$ cat src/rtl/pip_mult_stream.sv
`default_nettype none
//============================================================================
//  Module      : pip_mult_stream
//  Description : Pipelined shift-and-add multiplier with valid/ready
//                streaming. Stage 1 registers W partial products, stages
//                2..LAT reduce them with a binary adder tree. Each beat
//                selects unsigned or two's-complement operands and carries
//                a sideband tag. Per-stage valid bits let bubbles collapse
//                while the output is stalled.
//  Revision    : 1.0 - initial release
//----------------------------------------------------------------------------
//  Parameters
//    W          operand width, power of two, 2..32
//    TAG_W      sideband tag width, >= 1
//  Ports
//    clk        clock, rising edge
//    rst        asynchronous active-high reset
//    clr        synchronous flush of all in-flight beats
//    in_valid   operand beat valid
//    in_ready   pipe can accept a beat this cycle
//    in_signed  1 = a,b two's complement, 0 = unsigned
//    a, b       multiplicand / multiplier
//    in_tag     sideband returned unchanged with the product
//    out_valid  product valid
//    out_ready  consumer accepts product
//    product    full 2W-bit product
//    out_tag    tag of the product beat
//============================================================================
module pip_mult_stream #(
    parameter int W     = 8,
    parameter int TAG_W = 4
) (
    input  logic               clk,
    input  logic               rst,
    input  logic               clr,
    input  logic               in_valid,
    output logic               in_ready,
    input  logic               in_signed,
    input  logic [W-1:0]       a,
    input  logic [W-1:0]       b,
    input  logic [TAG_W-1:0]   in_tag,
    output logic               out_valid,
    input  logic               out_ready,
    output logic [2*W-1:0]     product,
    output logic [TAG_W-1:0]   out_tag
);

    // Pipeline depth: one partial-product stage plus log2(W) adder levels.
    localparam int LAT = 1 + $clog2(W);

    // All adder-tree terms live in one heap-like array. Stage s (0-based)
    // holds W>>s terms starting at offset 2W - 2*(W>>s); the final stage
    // is the single term at index 2W-2.
    localparam int c_nterms = 2 * W - 1;

    logic [LAT-1:0]     r_valid;
    logic [TAG_W-1:0]   r_tag  [LAT];
    logic [2*W-1:0]     r_term [c_nterms];

    logic [LAT:0]       w_ready;
    logic [2*W-1:0]     w_a_ext;
    logic [2*W-1:0]     w_pp   [W];

    //------------------------------------------------------------------
    // Ready chain. ready[s] = !v[s] || ready[s+1] unrolled into its
    // closed form: a stage can load unless it and every stage downstream
    // of it are full while the consumer stalls. Written this way each bit
    // depends only on registers and out_ready, never on another ready bit.
    //------------------------------------------------------------------
    assign w_ready[LAT] = out_ready;

    generate
        for (genvar s = 0; s < LAT; s++) begin : g_ready
            assign w_ready[s] = out_ready | ~(&r_valid[LAT-1:s]);
        end
    endgenerate

    assign in_ready = w_ready[0];

    //------------------------------------------------------------------
    // Partial products. In signed mode a is sign-extended to 2W and the
    // MSB of b carries weight -2^(W-1), so its row is negated. All
    // arithmetic wraps modulo 2^(2W).
    //------------------------------------------------------------------
    assign w_a_ext = in_signed ? {{W{a[W-1]}}, a} : {{W{1'b0}}, a};

    generate
        for (genvar i = 0; i < W; i++) begin : g_pp
            logic [2*W-1:0] w_shift;
            assign w_shift = w_a_ext << i;

            if (i == W - 1) begin : g_msb
                assign w_pp[i] = b[i] ? (in_signed ? -w_shift : w_shift)
                                      : '0;
            end else begin : g_low
                assign w_pp[i] = b[i] ? w_shift : '0;
            end

            always_ff @(posedge clk or posedge rst) begin
                if (rst) begin
                    r_term[i] <= '0;
                end else if (w_ready[0]) begin
                    r_term[i] <= w_pp[i];
                end
            end
        end
    endgenerate

    //------------------------------------------------------------------
    // Adder tree: term j of stage s is the sum of terms 2j and 2j+1 of
    // stage s-1. Data follows its stage's ready so a stalled stage holds.
    //------------------------------------------------------------------
    generate
        for (genvar s = 1; s < LAT; s++) begin : g_tree
            for (genvar j = 0; j < (W >> s); j++) begin : g_add
                localparam int c_dst = 2 * W - 2 * (W >> s) + j;
                localparam int c_src = 2 * W - 2 * (W >> (s - 1)) + 2 * j;

                always_ff @(posedge clk or posedge rst) begin
                    if (rst) begin
                        r_term[c_dst] <= '0;
                    end else if (w_ready[s]) begin
                        r_term[c_dst] <= r_term[c_src] + r_term[c_src+1];
                    end
                end
            end
        end
    endgenerate

    //------------------------------------------------------------------
    // Valid and tag per stage. clr wins over any load, so a beat offered
    // alongside clr is discarded and nothing in flight survives.
    //------------------------------------------------------------------
    generate
        for (genvar s = 0; s < LAT; s++) begin : g_stage
            if (s == 0) begin : g_head
                always_ff @(posedge clk or posedge rst) begin
                    if (rst) begin
                        r_valid[0] <= 1'b0;
                        r_tag[0]   <= '0;
                    end else begin
                        // With ready[0] high, in_valid equals accept.
                        if (clr) begin
                            r_valid[0] <= 1'b0;
                        end else if (w_ready[0]) begin
                            r_valid[0] <= in_valid;
                        end
                        if (w_ready[0]) begin
                            r_tag[0] <= in_tag;
                        end
                    end
                end
            end else begin : g_body
                always_ff @(posedge clk or posedge rst) begin
                    if (rst) begin
                        r_valid[s] <= 1'b0;
                        r_tag[s]   <= '0;
                    end else begin
                        if (clr) begin
                            r_valid[s] <= 1'b0;
                        end else if (w_ready[s]) begin
                            r_valid[s] <= r_valid[s-1];
                        end
                        if (w_ready[s]) begin
                            r_tag[s] <= r_tag[s-1];
                        end
                    end
                end
            end
        end
    endgenerate

    // The last tree stage drives the output port directly.
    assign out_valid = r_valid[LAT-1];
    assign product   = r_term[c_nterms-1];
    assign out_tag   = r_tag[LAT-1];

endmodule
`default_nettype wire

$ cat config.mk
export PLATFORM = sky130hd
export DESIGN_NAME = pip_mult_stream
export DESIGN_NICKNAME = d
export VERILOG_FILES = /design/src/rtl/pip_mult_stream.sv
export SDC_FILE = /design/constraint.sdc
export NUM_CORES = 1
export LEC_CHECK = 0
export ABC_CLOCK_PERIOD_IN_PS = 13200
export BUFFER_PORTS_ARGS = -buffer_cell sky130_fd_sc_hd__buf_2
export CAP_MARGIN = 25
export CELL_PAD_IN_SITES_DETAIL_PLACEMENT = 0
export CELL_PAD_IN_SITES_GLOBAL_PLACEMENT = 1
export CORE_ASPECT_RATIO = 1.4
export CORE_MARGIN = 1
export CORE_UTILIZATION = 52
export CTS_CLUSTER_DIAMETER = 50
export DETAILED_ROUTE_END_ITERATION = 10
export GPL_TIMING_DRIVEN = 0
export PLACE_DENSITY_LB_ADDON = 0.1
export SLEW_MARGIN = 20
export SYNTH_ARGS = -nofsm -noshare
export SYNTH_HDL_FRONTEND = slang
export SYNTH_SLANG_ARGS = --single-unit
$ cat constraint.sdc
create_clock -name clk -period 13.2 [get_ports clk]
set_input_delay 1.32 -clock clk [delete_from_list [all_inputs] [get_ports clk]]
set_output_delay 1.32 -clock clk [all_outputs]
set_load 0.01 [all_outputs]
==> qor.csv <==
metric,value,unit
library cells used by synthesis,61,
largest cells by area after synthesis,"sky130_fd_sc_hd__dfrtp_1 45%, sky130_fd_sc_hd__nand2_1 10%, sky130_fd_sc_hd__ha_1 8.3%",
Yosys top cell area share,0.455,
wire length of the first global-routing pass,39500,um
post_cts resized,0,
DIE AREA,20500,um2
number of warnings reported in the yosys synthesis log,0,
Critical Path RT,11880,ps
number of nets with antenna violations after detailed routing,0,
cell with the biggest individual delay on the critical path,sky130_fd_sc_hd__and3_4,
count of mapped cells out of synthesis,1135,
sequential fraction of design power,0.407,
number of DRC violations after detailed-routing iteration 0,316,
type of the most critical hold path,flip-flop to flip-flop,
library cell used as clock root buffer,sky130_fd_sc_hd__clkbuf_16,
effective utilization at floorplan,0.534,
number of buffer cells added on primary ports,31,
post-synth design cell area,10300,um2
final setup skew,12.2,ps
Avg Inst Size Synth,9.11,um2
crit path time final,4100,ps
aggregate global routing overflow,0,
NumNets Final,1288,
ratio of final minimum period to clock period,0.311,
Synth Register Bits,188,
area added between synthesis and finish,11.2,%
run status,"finished, final reports clean",
sequential-to-total area share from yosys stat,0.455,
post-synthesis net count,1237,
Relative slew margins,0.591,
DPL Wire Length,18100,um
fraction of final layout cells with drive strength greater than 1,0.125,
detailed-route vias per instance,5.34,
leading register cell type out of synthesis,sky130_fd_sc_hd__dfrtp_1,
Internal Power,1.23,mW
core region area,19400,um2
worst setup path category,primary input to output port,
Critical Path Fanout Max,10,
Max Slew Vio Count,0,
clock buffers created by TritonCTS,17,
count of vias placed by the detailed router,7722,
number of antenna cells inserted,0,
data arrival time of the critical path,2780,ps
number of antenna violations at the first check in global routing,0,
crit end category,output port,
async set or reset register ratio after synthesis,1.00,
Pleak,5.85,nW
Peak VDD IR,0.0840,mV
final total power,1.77,mW
depth of the CTS H-tree,4,
setup TNS after final layout,0,ps
floorplan die width,121,um
clock-pin slew on the worst setup and hold paths,70,ps
via count of the first global-routing pass,7754,
MaxCap Viol Count,0,
power share of the clock group,0.321,
maximum clock insertion buffer count,2,
largest net degree at the start of global routing,105,
DR DRC count,0,
fill cell instance count of the final layout,1833,
unrepaired setup endpoints after global routing,no,
average routed wire per standard cell,16.3,um
post-CTS setup buffer count,0,
sw frac,0.308,
count of hold buffers inserted by post-cts repair,0,
Yosys top cell by area,sky130_fd_sc_hd__dfrtp_1,
number of detailed-route iterations in the first pass,5,
Routed Wire Length,23600,um
net switching component of the power,545,uW
number of rows created at floorplan,60,
number of ports placed on the die boundary,48,
CTS tree,yes,
most repeated library cell on the critical path,sky130_fd_sc_hd__buf_6,
Slew @ Worst Pin,614,ps
slowest cell delay on critical path,190,ps
Logic pwr share,0.272,
clock sinks,188,
maximum frequency from static timing analysis,244,MHz
vertical extent of the die,169,um
CP Cell Sequence,buf_2 -> nor2b_4 -> buf_6 -> and3_4 -> buf_6 -> and2_4 -> buf_6 -> inv_2 -> buf_6 -> buf_6 -> buf_2,
GPL Wtd Cong,0.812,
insertion delay to the later sink of the worst-skew pair,430,ps
nature of the critical path startpoint,primary input,
GR Util All Layers,0.253,
Post-synth EDFFs,0,
Hold Fails Final Rpt,0,
total power divided by cell area,154,nW/um2
setup-violating endpoint count in the final report,0,
[power groups by stage]
stage | combinational, mW | sequential (mW) | clock, mW
floorplan | 0.386 | 0.712 | 0
global placement | 0.472 | 0.730 | 0
detailed placement | 0.481 | 0.734 | 0
CTS | 0.485 | 0.723 | 0.578
global route | 0.552 | 0.731 | 0.601
finish | 0.481 | 0.722 | 0.569
[stage by stage]
step                      cell area, um2  hold WS, ps  std cells   util  worst slack, ps
after floorplan                    10300          439       1135      -             6770
after detailed placement           10800          455       1415  0.560             9090
after CTS                          11500          472       1447  0.594             9080
after global placement             10800          450       1414  0.558             4650
final                              11500          468       1447  0.594             9100
after global routing               11500          489       1447  0.594             9050
[cell usage after synthesis, drive strengths merged, types with 2 or more instances]
cell type	n
nand2	285
dfrtp	188
nor2	78
nand3	75
ha	69
a21oi	66
o21ai	60
buf	51
xor2	34
clkbuf	28
inv	28
xnor2	27
a21o	26
nor3	19
o21bai	12
a211oi	9
a31oi	8
fa	7
nand2b	7
nor2b	7
o31ai	6
o21a	5
a21boi	3
and2	3
nand3b	2
nand4	2
nand4b	2
nor3b	2
o211a	2
o211ai	2
o221a	2
o41ai	2
[kinds of logic (layout without fill, tap and decap cells)]
family,Yosys count,after routing,synth area share
AND/OR/NAND/NOR,489,489,0.210
AO/OA/AOI/OAI,214,214,0.130
flip-flops,188,188,0.455
buffers and inverters,107,171,0.0572
adder cells (fa/ha/maj),76,76,0.0970
XOR/XNOR,61,61,0.0517
[registers in the layout, indices dropped and copies added (netlist names)]
| register | flops |
|---|---|
| r_term | 152 |
| out_tag | 4 |
| product | 16 |
| out_valid | 1 |
| r_valid | 3 |
| r_tag | 12 |
[area by class of cell]
class                           instances  area (um2)  area share
Buffer                                 79         487      0.0423
Sequential cell                       188        4700       0.409
Clock buffer                           19         453      0.0394
Multi-Input combinational cell        840        5050       0.439
Timing Repair Buffer                   32         183      0.0159
Inverter                               28         113     0.00979
Clock inverter                         13         201      0.0175
Tap cell                              248         310      0.0270
[layout by cell type (no fill, tap or decap), types with 3 or more instances in the layout]
cell	count
sky130_fd_sc_hd__nand2b_1	7
sky130_fd_sc_hd__nand3_1	55
sky130_fd_sc_hd__clkbuf_16	17
sky130_fd_sc_hd__o21ai_0	49
sky130_fd_sc_hd__inv_6	4
sky130_fd_sc_hd__xnor2_1	27
sky130_fd_sc_hd__nor2b_1	6
sky130_fd_sc_hd__nor2_1	78
sky130_fd_sc_hd__a21o_1	26
sky130_fd_sc_hd__ha_1	69
sky130_fd_sc_hd__buf_6	9
sky130_fd_sc_hd__o21bai_1	12
sky130_fd_sc_hd__xor2_1	34
sky130_fd_sc_hd__bufinv_16	4
sky130_fd_sc_hd__a31oi_1	8
sky130_fd_sc_hd__clkbuf_1	28
sky130_fd_sc_hd__o31ai_1	6
sky130_fd_sc_hd__nor3_1	19
sky130_fd_sc_hd__nand2_1	285
sky130_fd_sc_hd__buf_4	20
sky130_fd_sc_hd__o21a_1	5
sky130_fd_sc_hd__buf_2	51
sky130_fd_sc_hd__a21oi_1	65
sky130_fd_sc_hd__inv_1	26
sky130_fd_sc_hd__o21ai_1	11
sky130_fd_sc_hd__a211oi_1	8
sky130_fd_sc_hd__nand3_2	20
sky130_fd_sc_hd__dfrtp_1	188
sky130_fd_sc_hd__fa_1	7
sky130_fd_sc_hd__inv_8	3
[worst paths after layout]
check | startpoint | endpoint | slack [ps] | cells after the start
max | out_ready | in_ready | 9100 | 11
max in group asynchronous | rst | r_term[230] | 11330 | 3
min reg2reg | r_tag[4] | r_tag[4] | 470 | 2
min | r_tag[4] | r_tag[4] | 470 | 2
min in group asynchronous | rst | out_tag[1] | 930 | 2
max reg2reg | r_term[70] | r_term[30] | 10740 | 8
[worst max-delay path: cells and delay by family]
family                 cells  cell delay [ps]
buffers and inverters      8             1010
and+or+nand+nor            3              440
[routing by layer]
layer / wire (um) / GRT usage
met5: 0 / 0
met4: 439 / 0.0746
met3: 555 / 0.0354
met2: 12700 / 0.469
met1: 9930 / 0.298
Power figures use the tool's default switching activity.
